### src/rtl/cla_pkg.sv
// Shared helpers for the pipelined carry-lookahead adder: group count,
// configuration check and the per-transaction arithmetic mode.
package cla_pkg;

  typedef enum logic {
    MODE_UNSIGNED = 1'b0,
    MODE_SIGNED   = 1'b1
  } mode_e;

  function automatic int nblk(input int n, input int blk);
    return (blk > 0) ? n / blk : 1;
  endfunction

  function automatic bit cfg_ok(input int n, input int blk);
    return (blk > 0) && (n >= blk) && (n % blk == 0);
  endfunction

endpackage

### src/rtl/cla_group.sv
// One carry-lookahead group: BLOCK-bit sum plus group generate/propagate,
// carry-out and the carry into the group MSB (for signed overflow).
module cla_group #(
  parameter int BLOCK = 4
) (
  input  logic [BLOCK-1:0] a,
  input  logic [BLOCK-1:0] b,
  input  logic             cin,
  output logic [BLOCK-1:0] sum,
  output logic             g,
  output logic             p,
  output logic             cout,
  output logic             c_msb
);

  logic [BLOCK-1:0] gen;
  logic [BLOCK-1:0] prop;
  logic [BLOCK-1:0] c;

  assign gen  = a & b;
  assign prop = a ^ b;

  always_comb begin
    // NOTE: every output of this block gets a default before the loop, so no
    // path leaves a value unassigned and no latch can be inferred.
    c    = '0;
    g    = 1'b0;
    p    = 1'b1;
    c[0] = cin;
    for (int i = 1; i < BLOCK; i++) begin
      c[i] = gen[i-1] | (prop[i-1] & c[i-1]);
    end
    for (int i = 0; i < BLOCK; i++) begin
      g = gen[i] | (prop[i] & g);
      p = p & prop[i];
    end
  end

  assign sum   = prop ^ c;
  assign cout  = g | (p & cin);
  assign c_msb = c[BLOCK-1];

endmodule

### src/rtl/cla_pipe_adder.sv
// N-bit adder split into NBLK lookahead groups, one group per pipeline stage,
// with valid/ready flow control and per-transaction signed/unsigned mode.
module cla_pipe_adder
  import cla_pkg::*;
#(
  parameter int N     = 12,
  parameter int BLOCK = 4
) (
  input  logic         clk,
  input  logic         rst_n,
  input  logic         in_valid,
  output logic         in_ready,
  input  logic [N-1:0] a,
  input  logic [N-1:0] b,
  input  logic         cin,
  input  logic         is_signed,
  output logic         out_valid,
  input  logic         out_ready,
  output logic [N:0]   sum,
  output logic         ovf
);

  localparam int NBLK = nblk(N, BLOCK);
  localparam int LAST = NBLK - 1;

  if (!cfg_ok(N, BLOCK)) begin : g_cfg_check
    $error("cla_pipe_adder: N must be a non-zero multiple of BLOCK");
  end

  // Stage k register: word_q holds finished sum bits in the top (k+1)*BLOCK
  // positions and the not-yet-used A bits below; b_q holds the unused B bits.
  logic [NBLK-1:0] valid_q;
  logic [NBLK-1:0] carry_q;
  mode_e           sign_q [NBLK];
  logic [N-1:0]    word_q [NBLK];
  logic [N-1:0]    b_q    [NBLK];
  logic            ovf_q;

  logic [N-1:0]     w_in     [NBLK];
  logic [N-1:0]     b_in     [NBLK];
  logic [NBLK-1:0]  c_in;
  mode_e            s_in     [NBLK];
  logic [BLOCK-1:0] grp_sum  [NBLK];
  logic [NBLK-1:0]  grp_g;
  logic [NBLK-1:0]  grp_p;
  logic [NBLK-1:0]  grp_cout;
  logic [NBLK-1:0]  grp_cmsb;

  logic stall;
  logic sum_top;
  logic unused_bits;

  assign stall    = out_valid && !out_ready;
  assign in_ready = !stall;

  for (genvar k = 0; k < NBLK; k++) begin : g_stage
    if (k == 0) begin : g_head
      assign w_in[k] = a;
      assign b_in[k] = b;
      assign c_in[k] = cin;
      assign s_in[k] = mode_e'(is_signed);
    end else begin : g_tail
      assign w_in[k] = word_q[k-1];
      assign b_in[k] = b_q[k-1];
      assign c_in[k] = carry_q[k-1];
      assign s_in[k] = sign_q[k-1];
    end

    cla_group #(.BLOCK(BLOCK)) u_group (
      .a     (w_in[k][BLOCK-1:0]),
      .b     (b_in[k][BLOCK-1:0]),
      .cin   (c_in[k]),
      .sum   (grp_sum[k]),
      .g     (grp_g[k]),
      .p     (grp_p[k]),
      .cout  (grp_cout[k]),
      .c_msb (grp_cmsb[k])
    );
  end

  always_ff @(posedge clk or negedge rst_n) begin
    if (!rst_n) begin
      valid_q <= '0;
    end else if (!stall) begin
      valid_q[0] <= in_valid;
      for (int k = 1; k < NBLK; k++) begin
        valid_q[k] <= valid_q[k-1];
      end
    end
  end

  // NOTE: only the valid bits are reset; data and skew registers are
  // qualified by valid, so clearing them would just cost reset routing.
  always_ff @(posedge clk) begin
    if (!stall) begin
      for (int k = 0; k < NBLK; k++) begin
        word_q[k]  <= (w_in[k] >> BLOCK) | (N'(grp_sum[k]) << (N - BLOCK));
        b_q[k]     <= b_in[k] >> BLOCK;
        carry_q[k] <= grp_cout[k];
        sign_q[k]  <= s_in[k];
      end
      ovf_q <= (s_in[LAST] == MODE_SIGNED) && (grp_cmsb[LAST] ^ grp_cout[LAST]);
    end
  end

  // Signed: true sign is the N-bit result MSB, flipped when it overflowed.
  assign sum_top   = (sign_q[LAST] == MODE_SIGNED) ? (word_q[LAST][N-1] ^ ovf_q)
                                                   : carry_q[LAST];
  assign out_valid = valid_q[LAST];
  assign sum       = out_valid ? {sum_top, word_q[LAST]} : '0;
  assign ovf       = out_valid & ovf_q;

  assign unused_bits = ^{grp_g, grp_p, grp_cmsb, b_q[LAST]};

endmodule

### config.mk
export PLATFORM = sky130hd
export DESIGN_NAME = cla_pipe_adder
export DESIGN_NICKNAME = d
export VERILOG_FILES = /design/src/rtl/cla_pkg.sv /design/src/rtl/cla_group.sv /design/src/rtl/cla_pipe_adder.sv
export SDC_FILE = /design/constraint.sdc
export NUM_CORES = 1
export LEC_CHECK = 0
export ABC_CLOCK_PERIOD_IN_PS = 4000
export CORE_MARGIN = 3
export CORE_UTILIZATION = 40
export DETAILED_ROUTE_END_ITERATION = 10
export SETUP_SLACK_MARGIN = 0.2
export SYNTH_ARGS = -nofsm -noshare
export SYNTH_HDL_FRONTEND = slang
export SYNTH_SLANG_ARGS = --single-unit
### constraint.sdc
create_clock -name clk -period 4 [get_ports clk]
set_input_delay 0.4 -clock clk [delete_from_list [all_inputs] [get_ports clk]]
set_output_delay 0.4 -clock clk [all_outputs]
set_load 0.1 [all_outputs]
# Yosys cells after proc, flatten, opt, wreduce, memory -nomap -nowiden

Memories as Yosys holds them, arrays and structs flattened.
Index checks and enable logic that the tools add are counted.

Register bits: 7
Bits in writable memories: 63
Output and inout port bits: 16
Logic and storage cells: 79
Memories kept: 3

Memory list:

| memory | depth | width | rd ports | clocked after Yosys merged registers in | write ports | RTL line             | text |
|---|---|---|---|---|---|---|---|
| word_q | 3     | 12    | 3        | 0                                       | 3           | cla_pipe_adder.sv:35 | `logic [N-1:0] word_q [NBLK];` |
| b_q    | 3     | 8     | 2        | 0                                       | 3           | cla_pipe_adder.sv:36 | `logic [N-1:0] b_q [NBLK];` |
| sign_q | 3     | 1     | 3        | 0                                       | 3           | cla_pipe_adder.sv:34 | `mode_e sign_q [NBLK];` |

Muxes and demuxes: 3
Bitwise logic cells: 66
Reduce and logical (&&, ||, !) cells: 4

Operator list:

| cell                                          | count |
|---|---|
| 8-bit by 12-bit bitwise OR with 12-bit output | 3 |
| 1-bit bitwise AND                             | 31 |
| 4-bit XOR                                     | 6 |
| 1-bit bitwise OR                              | 21 |
| 13-bit 2-to-1 mux                             | 1 |
| 4-bit bitwise AND                             | 3 |
| 1-bit logical AND                             | 2 |
| 1-bit zero test                               | 2 |
| 1-bit 2-to-1 mux                              | 2 |
| 1-bit XOR                                     | 2 |

# Longest topological paths before layout

Gate-level depths: netlist (run 1).
An unclocked memory read counts as a cell.

Word-level depth: 11
Depth in mapped cells: 8

# By module

Synthesis (run 1) repeated with hierarchy kept, for this count alone.

Cells, all modules: 158
Area, all modules: 2476.1 um2

By module, submodules not included:

| module                             | instances | cells each | area each (um2) | sequential area each (um2) |
|---|---|---|---|---|
| cla_pipe_adder                     | 1         | 81         | 1886.8          | 1726.7 |
| cla_group (g_stage[0].u_group ...) | 2         | 25         | 193.9           | 0.0 |
| cla_group (g_stage[1].u_group)     | 1         | 27         | 201.4           | 0.0 |

# Worst setup path before layout (run 1)

Ideal clock, no wire load.

Path kind: register -> register
Start point: register valid_q[2]
End point: register valid_q[0]
Data arrival time: 3.592 ns
Data required time: 3.865 ns
Setup slack: 0.273 ns
Stages on the path, launching flop included: 3
Buffers on the path: 0
Clock period less this slack: 3.727 ns
Path through: dfrtp_1 nand2b_1 mux2_2

Word-level cells in the longest chain between the ends: 1

Ends and longest elaborated chain:

| element                         | RTL line             | text |
|---|---|---|
| start, declared                 | cla_pipe_adder.sv:32 | `logic [NBLK-1:0] valid_q;` |
| start signal, assigned by index | cla_pipe_adder.sv:87 | `valid_q[k] <= valid_q[k-1];` |
| 1-bit logical AND               | cla_pipe_adder.sv:53 | `assign stall = out_valid && !out_ready;` |

Every way passes these cells.
A chain may end at the register's enable or synchronous reset.

# Final worst setup path (run 1)

Start point: register valid_q[2]
End point: output port sum[12]

Word-level cells in the longest chain between the ends: 1

Ends and longest elaborated chain:

| element           | RTL line              | text |
|---|---|---|
| 13-bit 2-to-1 mux | cla_pipe_adder.sv:110 | `assign sum = out_valid ? {sum_top, word_q[LAST]} : '0;` |
| end, declared     | cla_pipe_adder.sv:19  | `output logic [N:0] sum,` |

Every way passes these cells.

==> results.sh, run 1 <==
export IMPL_h_tree_depth=3
export IMPL_cpPeakStageDelay_ps=1120
export IMPL_wl_met1_mm=1.48
export IMPL_clk_path_buf_depth=2
export IMPL_vias=1307
export IMPL_grt_max_degree=22
export IMPL_path_delay_family="buffers and inverters"
export IMPL_synth_edf_count=55
export IMPL_crit_arrival_ps=2310
export IMPL_p_leak_nw=1.23
export IMPL_tightest_slew_ps=975
export IMPL_drc=0
export IMPL_finalHoldViolCount=0
export IMPL_fin_crit_ps=2710
export IMPL_dr_wl_met3_um=182
export IMPL_path_class="register to primary output"
export IMPL_crit_buf_inv=1
export IMPL_placementRows=27
export IMPL_p_per_area_nw_per_um2=731
export IMPL_start_kind="register"
export IMPL_synth_ff_type="edfxtp_1"
export IMPL_path_max_fanout=16
export IMPL_skew_ps=4.74
export IMPL_avgSynthCellArea_um2=17.0
export IMPL_synth_top_area_cell="edfxtp_1"
export IMPL_cts_resized=0
export IMPL_maxCapViolCount=0
export IMPL_fmax_mhz=369
export IMPL_diodes=0
export IMPL_dieArea_um2=7070
export IMPL_rsz0062_at_grt="false"
export IMPL_layout_drive_gt1_share_pct=8.78
export IMPL_slew_headroom_pct=34.8
export IMPL_nFillCells=456
export IMPL_finalCritPeriodShare_pct=67.7
export IMPL_maxSlewViolCount=0
export IMPL_synthToLayoutAreaGrowth_pct=29.9
export IMPL_timing_hold_ws_ps=256
export IMPL_synthesis_nets=194
export IMPL_worstPathRequired_ps=3600
export IMPL_cts_sinks=58
export IMPL_fin_area_um2=3170
export IMPL_nets=251
export IMPL_postSynthCellCount=143
export IMPL_postCtsSetupRepairBufs=0
export IMPL_outcome="finished, final reports clean"
export IMPL_antenna_found_initial=0
export IMPL_syn_area_um2=2440
export IMPL_dieWidth_um=84.1
export IMPL_grt_pass1_vias=1356
export IMPL_die_y_um=84.1
export IMPL_crit_chain="o211a_1 > clkdlybuf4s50_1"
export IMPL_drt_total_wl_mm=3.80
export IMPL_multi_input_area_um2=646
export IMPL_netlist_area_leader_share_pct=67.8
export IMPL_cts_buffers=9
export IMPL_coreArea_um2=5710
export IMPL_ys_seq_area_share_pct=70.8
export IMPL_ys_ff_latch=58
export IMPL_clk_latency_ps=320
export IMPL_final_antenna_net_count=0
export IMPL_dr_first_iter_drc_count=24
export IMPL_dp_hpwl_mm=2.76
export IMPL_postLayoutSetupSlackWorst_ps=1290
export IMPL_initial_core_util_pct=42.7
export IMPL_place_gp_congestion=0.687
export IMPL_topRoutingLayerUsed="met4"
export IMPL_ys_warn_count=0
export IMPL_ir_worst_vdd_uv=493
export IMPL_fin_tns_setup_ps=0
export IMPL_dr_pass1_iters=5
export IMPL_routedWlPerCell_um=13.7
export IMPL_endpoint_kind="primary output"
export IMPL_seqCellArea_um2=1730
export IMPL_vias_per_cell=4.72
export IMPL_pre_cts_ws_ps=1590
export IMPL_critPathSlowestCell="clkdlybuf4s50_1"
export IMPL_num_io_pins=46
export IMPL_cts_root_buf="clkbuf_8"
export IMPL_yosysUniqueCellTypes=28
export IMPL_ys_top_cells_by_area="edfxtp_1, fa_1, ha_1"
export IMPL_cts_tree="yes"
export IMPL_io_buffers=45
export IMPL_synthArstFlopShare_pct=5.17
export IMPL_clkTransAtPathRegs_ps=60
export IMPL_placed_cell_area_um2=2990
export IMPL_grt_total_usage_pct=11.9
export IMPL_gr_total_overflow=0
export IMPL_grt_pass1_wl_mm=6.18
export IMPL_hold_class="input port to asynchronous set/reset pin"
export IMPL_postCtsHoldBufs=0
export IMPL_met2RoutedLength_mm=2.05
export IMPL_setup_violations=0
-- layer usage --
metal  GRT usage, %  up-vias
li1               -      634
met1           12.5      633
met2           20.0       34
met3           3.95        6
met4           7.89        0
met5              0        -
-- final timing paths --
kind	from	to	slack (ps)	cells past startpoint
min reg2reg	word_q[0][7]	word_q[0][15]	420	0
max in group asynchronous	rst_n	valid_q[1]	3610	1
min in group clk	word_q[0][7]	word_q[0][15]	420	0
min	rst_n	valid_q[2]	260	1
max	valid_q[2]	sum[12]	1290	2
max reg2reg	b_q[0][8]	ovf_q	1590	7
-- registers in the layout (all words and copies together) (netlist names) --
register / flops
word_q: 36
b_q: 12
carry_q: 3
sign_q: 3
valid_q: 3
ovf_q: 1
-- cells in the final DEF, fill, tap and decap left out, types with 2 or more instances in the layout --
| master | count |
|---|---|
| clkbuf_1 | 3 |
| clkinv_1 | 2 |
| fa_1 | 9 |
| dfrtp_1 | 3 |
| and2_1 | 13 |
| a21o_1 | 2 |
| a21oi_1 | 4 |
| clkdlybuf4s50_1 | 44 |
| ha_1 | 12 |
| buf_4 | 3 |
| xor2_1 | 3 |
| mux2_2 | 2 |
| edfxtp_1 | 55 |
| nand2_1 | 4 |
| o21ai_0 | 2 |
| clkbuf_8 | 9 |
| inv_1 | 17 |
-- Yosys cell counts, types with 2 or more instances --
cell,instances
edfxtp_1,55
inv_1,17
and2_1,13
ha_1,12
fa_1,9
a21oi_1,4
nand2_1,4
dfrtp_1,3
xor2_1,3
a21o_1,2
mux2_2,2
nand2b_1,2
o21ai_0,2
-- logic make-up after synthesis --
logic type / Yosys count / synth area share [%]
simple gates: 25 / 6.31
fa+ha+maj: 21 / 13.6
buf+inv: 18 / 2.77
compound gates: 15 / 4.16
mux: 2 / 0.924
xor+xnor: 4 / 1.44
flops: 58 / 70.8
-- power breakdown --
part	switching, mW	internal (mW)	total, mW
logic	0.648	0.244	0.892
registers	0.0667	0.869	0.936
clock network	0.205	0.283	0.488
total	0.920	1.40	2.32
-- worst register-to-register path: stages, from the launching register on --
cell and delay [ps]:
edfxtp_1 390, inv_1 100, fa_1 170, inv_1 50, fa_1 410, fa_1 500, or4_1 550, nand4b_1 100
-- through the flow --
stage	utilization (%)	power (mW)	cells
floorplan	-	1.63	143
global placement	52.4	1.83	261
detailed placement	52.4	1.85	261
CTS	55.5	2.35	277
global route	55.5	2.43	277
finish	55.5	2.32	277
-- cell type report --
cell class	count	area share, %
inverters	17	2.02
clock inverters	4	1.34
well taps	72	2.84
repair buffers	47	14.6
multi-input cells	67	20.4
clock buffers	12	4.27
flip-flops and latches	58	54.5
No activity file was read; power rests on OpenSTA's default activity.
==> run 2: changes to the inputs <==
- ABC_CLOCK_PERIOD_IN_PS: 4000 -> 2550
- clock period: 4 -> 2.55 ns (I/O delays scaled with it)
==> run 2 against run 1 <==
- hold slack worse by 150 ps
- clock power grew 63%
- total power up 58%
- via count is 1.1% lower
- flip-flop and latch count unchanged
==> results.sh, run 2 (synthesized netlist as in run 1, its figures left out) <==
export IMPL_outcome="finished, final reports clean"
export IMPL_nets=251
export IMPL_fin_area_um2=3170
export IMPL_skew_ps=8.53
export IMPL_placed_cell_area_um2=2970
export IMPL_final_antenna_net_count=0
export IMPL_dp_hpwl_mm=2.48
export IMPL_clk_latency_ps=340
export IMPL_dr_pass1_iters=4
export IMPL_place_gp_congestion=0.754
export IMPL_antenna_found_initial=0
export IMPL_layout_common_cells="edfxtp_1, clkdlybuf4s50_1, buf_4"
export IMPL_grt_pass1_wl_mm=5.89
export IMPL_p_total_mw=3.65
export IMPL_layout_drive_gt1_share_pct=19.0
export IMPL_grt_max_degree=36
export IMPL_die_y_um=84.1
export IMPL_p_per_area_nw_per_um2=1150
export IMPL_dieWidth_um=84.1
export IMPL_placementRows=27
export IMPL_finalCritPeriodShare_pct=86.7
export IMPL_r2r_slack_ps=340
export IMPL_r2r_end="ovf_q"
export IMPL_internal_power_mw=2.18
export IMPL_setup_violations=0
export IMPL_routedWlPerCell_um=12.7
export IMPL_drc=0
export IMPL_largest_reg_flops=36
export IMPL_grt_pass1_vias=1338
export IMPL_grt_total_usage_pct=11.2
export IMPL_maxSlewViolCount=0
export IMPL_hold_class="input port to asynchronous set/reset pin"
export IMPL_io_buffers=45
export IMPL_maxCapViolCount=0
export IMPL_dp_cells=260
export IMPL_h_tree_depth=3
export IMPL_final_core_util_pct=55.6
export IMPL_reg_largest_list="word_q x36, b_q x12"
export IMPL_clk_path_buf_depth=2
export IMPL_num_io_pins=46
export IMPL_combPwrFrac_pct=38.1
export IMPL_gr_total_overflow=0
export IMPL_path_common_cell="fa_2"
export IMPL_path_max_fanout=5
export IMPL_worstPathRequired_ps=2750
export IMPL_cts_buffers=9
export IMPL_ir_worst_vdd_uv=668
export IMPL_rr_worst_depth=7
export IMPL_crit_chain="inv_2 > fa_1 > inv_1 > fa_2 > fa_2 > or4_1 > nand4b_1"
export IMPL_start_kind="register"
export IMPL_fin_crit_ps=2210
export IMPL_cpPeakStageDelay_ps=520
export IMPL_clkTransAtPathRegs_ps=70
export IMPL_p_sw_mw=1.48
export IMPL_clockPowerShare_pct=21.8
export IMPL_dieArea_um2=7070
export IMPL_nFillCells=468
export IMPL_largest_register="word_q"
export IMPL_synthToLayoutAreaGrowth_pct=30.1
export IMPL_p_leak_nw=1.26
export IMPL_final_cells=277
export IMPL_crit_arrival_ps=2410
export IMPL_seqPwrFrac_pct=40.1
export IMPL_switching_share_pct=40.4
export IMPL_endpoint_kind="register"
export IMPL_rr_startpoint="carry_q[1]"
export IMPL_fin_tns_setup_ps=0
export IMPL_vias_per_cell=4.67
export IMPL_coreArea_um2=5710
export IMPL_diodes=0
export IMPL_drt_total_wl_mm=3.52
export IMPL_final_common_cell="edfxtp_1"
export IMPL_cts_root_buf="clkbuf_8"
export IMPL_fmax_mhz=452
export IMPL_path_class="register to register"
export IMPL_dr_first_iter_drc_count=78
export IMPL_cts_sinks=58
export IMPL_tightest_slew_ps=500
export IMPL_cts_tree="yes"
export IMPL_finalHoldViolCount=0
export IMPL_critPathSlowestCell="or4_1"
export IMPL_rsz0062_at_grt="false"
export IMPL_initial_core_util_pct=42.7
export IMPL_slew_headroom_pct=66.7
export IMPL_vias=1293
[run 2: cell types whose count changed in the layout (fill, tap and decap cells not counted)]
| cell | previous run | this run |
|---|---|---|
| nand2b_4 | 0 | 1 |
| inv_2 | 0 | 2 |
| clkinvlp_4 | 0 | 2 |
| fa_2 | 0 | 2 |
| nand2b_2 | 1 | 0 |
| fa_1 | 9 | 7 |
| buf_4 | 3 | 16 |
| buf_12 | 0 | 2 |
| inv_1 | 17 | 15 |
| clkbuf_1 | 3 | 1 |
| clkdlybuf4s50_1 | 44 | 29 |
[run 2: worst max-delay path by stage]
stage	start	to	slack, ps	cells after the start
6_report	carry_q[1]	ovf_q	340	7
2_1_floorplan	valid_q[2]	sum[10]	250	2
3_3_place_gp	b_q[0][8]	ovf_q	240	7
4_1_cts	carry_q[1]	ovf_q	210	7
5_1_grt	carry_q[1]	ovf_q	240	7
3_5_place_dp	carry_q[1]	ovf_q	140	7
[run 2: stage by stage]
| step | setup WS (ps) | hold slack, ps |
|---|---|---|
| CTS | 209 | 89.8 |
| global route | 238 | 89.2 |
| global placement | 239 | 401 |
| finish | 339 | 105 |
| detailed placement | 139 | 405 |
| floorplan | 253 | -40.6 |
[run 2: per-layer routing]
metal / global-route usage [%] / wire length [µm]
met5: 0 / 0
met2: 17.9 / 1800
met3: 4.15 / 195
met1: 11.9 / 1430
met4: 8.33 / 84
[run 2: repair_timing]
action                                  CTS  global route
buffers inserted                          0             1
resized for setup                         1             3
pin swaps                                 0             1
endpoints found under the setup margin    1             1
hold buffers                              0             0
endpoints found under the hold margin     0             0
gates cloned                              0             0
[run 2: critical path, delay by kind of cell (launching register included)]
family / cells / cell delay [ps]
adders and majority gates: 3 / 910
buffers and inverters: 2 / 140
and+or+nand+nor: 2 / 610
DFF: 1 / 420
[run 2: area by class of cell]
cell class,instances,area [µm²],area share [%]
multi-input combinational,67,656,20.7
tap,72,90.1,2.84
timing repair buffer,47,450,14.2
inverter,17,63.8,2.01
sequential,58,1730,54.4
clock buffer,10,128,4.02
clock inverter,6,57.6,1.81
[run 2: power by group through the flow]
stage / combinational (mW) / sequential, mW / clock [mW]
after floorplan: 1.07 / 1.48 / 0
after global placement: 1.38 / 1.47 / 0
after detailed placement: 1.40 / 1.49 / 0
after CTS: 1.41 / 1.47 / 0.821
after global routing: 1.48 / 1.50 / 0.877
final: 1.39 / 1.47 / 0.797
==> run 3: changes to the inputs <==
- CORE_MARGIN: 3 -> 5
==> run 3 against run 2 <==
- clock-buffer cell count shrank 1
- global-route usage decreased by 0.56 points
- routed wire length up 3.8%
- via count shrank 0.85%
- sequential share of layout area is 0.85 points lower
- hold slack improved by 2.1 ps
- largest cell class unchanged
==> results.sh, run 3 (synthesized netlist as in run 1, its figures left out) <==
export IMPL_path_max_fanout=4
export IMPL_grt_pass1_wl_mm=5.99
export IMPL_final_antenna_net_count=0
export IMPL_dr_wl_met3_um=268
export IMPL_fin_area_um2=3220
export IMPL_place_gp_congestion=0.718
export IMPL_drt_total_wl_mm=3.65
export IMPL_largest_reg_flops=36
export IMPL_crit_chain="inv_2 > fa_1 > inv_1 > fa_2 > fa_2 > or4_1 > nand4b_1"
export IMPL_cts_buffers=9
export IMPL_wl_met1_mm=1.55
export IMPL_fin_crit_ps=2250
export IMPL_start_kind="register"
export IMPL_final_core_util_pct=54.4
export IMPL_grt_max_degree=35
export IMPL_cts_sinks=58
export IMPL_crit_arrival_ps=2430
export IMPL_die_y_um=88.1
export IMPL_path_common_cell="fa_2"
export IMPL_path_class="register to register"
export IMPL_io_buffers=45
export IMPL_dr_pass1_iters=4
export IMPL_dp_hpwl_mm=2.64
export IMPL_p_leak_nw=1.29
export IMPL_hold_class="input port to asynchronous set/reset pin"
export IMPL_clk_path_buf_depth=2
export IMPL_rsz0062_at_grt="false"
export IMPL_outcome="finished, final reports clean"
export IMPL_grt_total_usage_pct=10.6
export IMPL_reg_largest_list="word_q x36, b_q x12"
export IMPL_clkTransAtPathRegs_ps=60
export IMPL_placementRows=28
export IMPL_maxCapViolCount=0
export IMPL_grt_pass1_vias=1354
export IMPL_finalCritPeriodShare_pct=88.3
export IMPL_p_per_area_nw_per_um2=1190
export IMPL_largest_register="word_q"
export IMPL_rr_startpoint="b_q[0][8]"
export IMPL_maxSlewViolCount=0
export IMPL_initial_core_util_pct=41.2
export IMPL_synthToLayoutAreaGrowth_pct=32.2
export IMPL_met2RoutedLength_mm=1.80
export IMPL_rr_worst_depth=7
export IMPL_dieArea_um2=7750
export IMPL_r2r_slack_ps=300
export IMPL_worstPathRequired_ps=2730
export IMPL_vias=1282
export IMPL_tightest_slew_ps=472
export IMPL_nets=251
export IMPL_drc=0
export IMPL_cts_tree="yes"
export IMPL_topRoutingLayerUsed="met4"
export IMPL_slew_headroom_pct=68.4
export IMPL_skew_ps=5.22
export IMPL_vias_per_cell=4.58
export IMPL_routedWlPerCell_um=13.0
export IMPL_cts_root_buf="clkbuf_8"
export IMPL_fmax_mhz=444
export IMPL_postCtsHoldBufs=0
export IMPL_antenna_found_initial=0
export IMPL_r2r_end="ovf_q"
export IMPL_layout_drive_gt1_share_pct=19.0
export IMPL_cpPeakStageDelay_ps=530
export IMPL_h_tree_depth=3
export IMPL_coreArea_um2=5920
export IMPL_num_io_pins=46
export IMPL_ir_worst_vdd_uv=856
export IMPL_critPathSlowestCell="or4_1"
export IMPL_layout_common_cells="edfxtp_1, clkdlybuf4s50_1, inv_1, buf_4, and2_1"
export IMPL_clk_latency_ps=320
export IMPL_placed_cell_area_um2=2980
export IMPL_dieWidth_um=88.1
export IMPL_endpoint_kind="register"
export IMPL_diodes=0
export IMPL_final_common_cell="edfxtp_1"
export IMPL_fin_tns_setup_ps=0
export IMPL_finalHoldViolCount=0
export IMPL_gr_total_overflow=0
export IMPL_setup_violations=0
export IMPL_dr_first_iter_drc_count=82
==> run 3: per-layer routing <==
| layer | track usage (%) | up-vias |
|---|---|---|
| li1 | - | 631 |
| met1 | 12.2 | 604 |
| met2 | 16.7 | 43 |
| met3 | 4.14 | 4 |
| met4 | 6.59 | 0 |
| met5 | 0 | - |
==> run 3: what timing repair did <==
item,4_1_cts,5_1_grt
gates cloned,0,0
resized for setup,1,2
buffers inserted,1,0
pin swaps,1,2
endpoints found under the setup margin,1,1
==> run 3: final cells by class <==
type                    instances  area, µm²
multi-input cells              67        656
clock inverters                 7        108
flip-flops and latches         58       1730
clock buffers                   9        124
inverters                      17       63.8
repair buffers                 47        450
fillers                       483       2700
well taps                      75       93.8
==> run 3: through the flow <==
stage | std cells | hold slack, ps | setup WS (ps) | total power, mW
final | 280 | 107 | 300 | 3.84
after global routing | 280 | 96.2 | 208 | 4.03
after CTS | 280 | 89.4 | 210 | 3.88
after detailed placement | 263 | 405 | 120 | 2.89
after global placement | 263 | 401 | 237 | 2.84
after floorplan | 143 | -40.6 | 253 | 2.55
==> run 3: worst max-delay path by stage <==
stage,start,end,slack [ps]
floorplan,valid_q[2],sum[10],250
global placement,b_q[0][8],ovf_q,240
detailed placement,b_q[0][8],ovf_q,120
CTS,b_q[0][8],ovf_q,210
global route,b_q[0][8],ovf_q,210
finish,b_q[0][8],ovf_q,300
==> run 3: power by group <==
group          leakage, nW  total [mW]  internal [mW]  switching [mW]
clock                0.118       0.973          0.638           0.334
sequential           0.588        1.47           1.36           0.104
combinational        0.588        1.40          0.372            1.02
total                 1.29        3.84           2.37            1.46
==> run 3: worst max-delay path: cells and delay by family, from the launching register on <==
kind                       cells  cell delay (ps)
adders and majority gates      3              910
and+or+nand+nor                2              630
DFF                            1              420
buffers and inverters          2              140
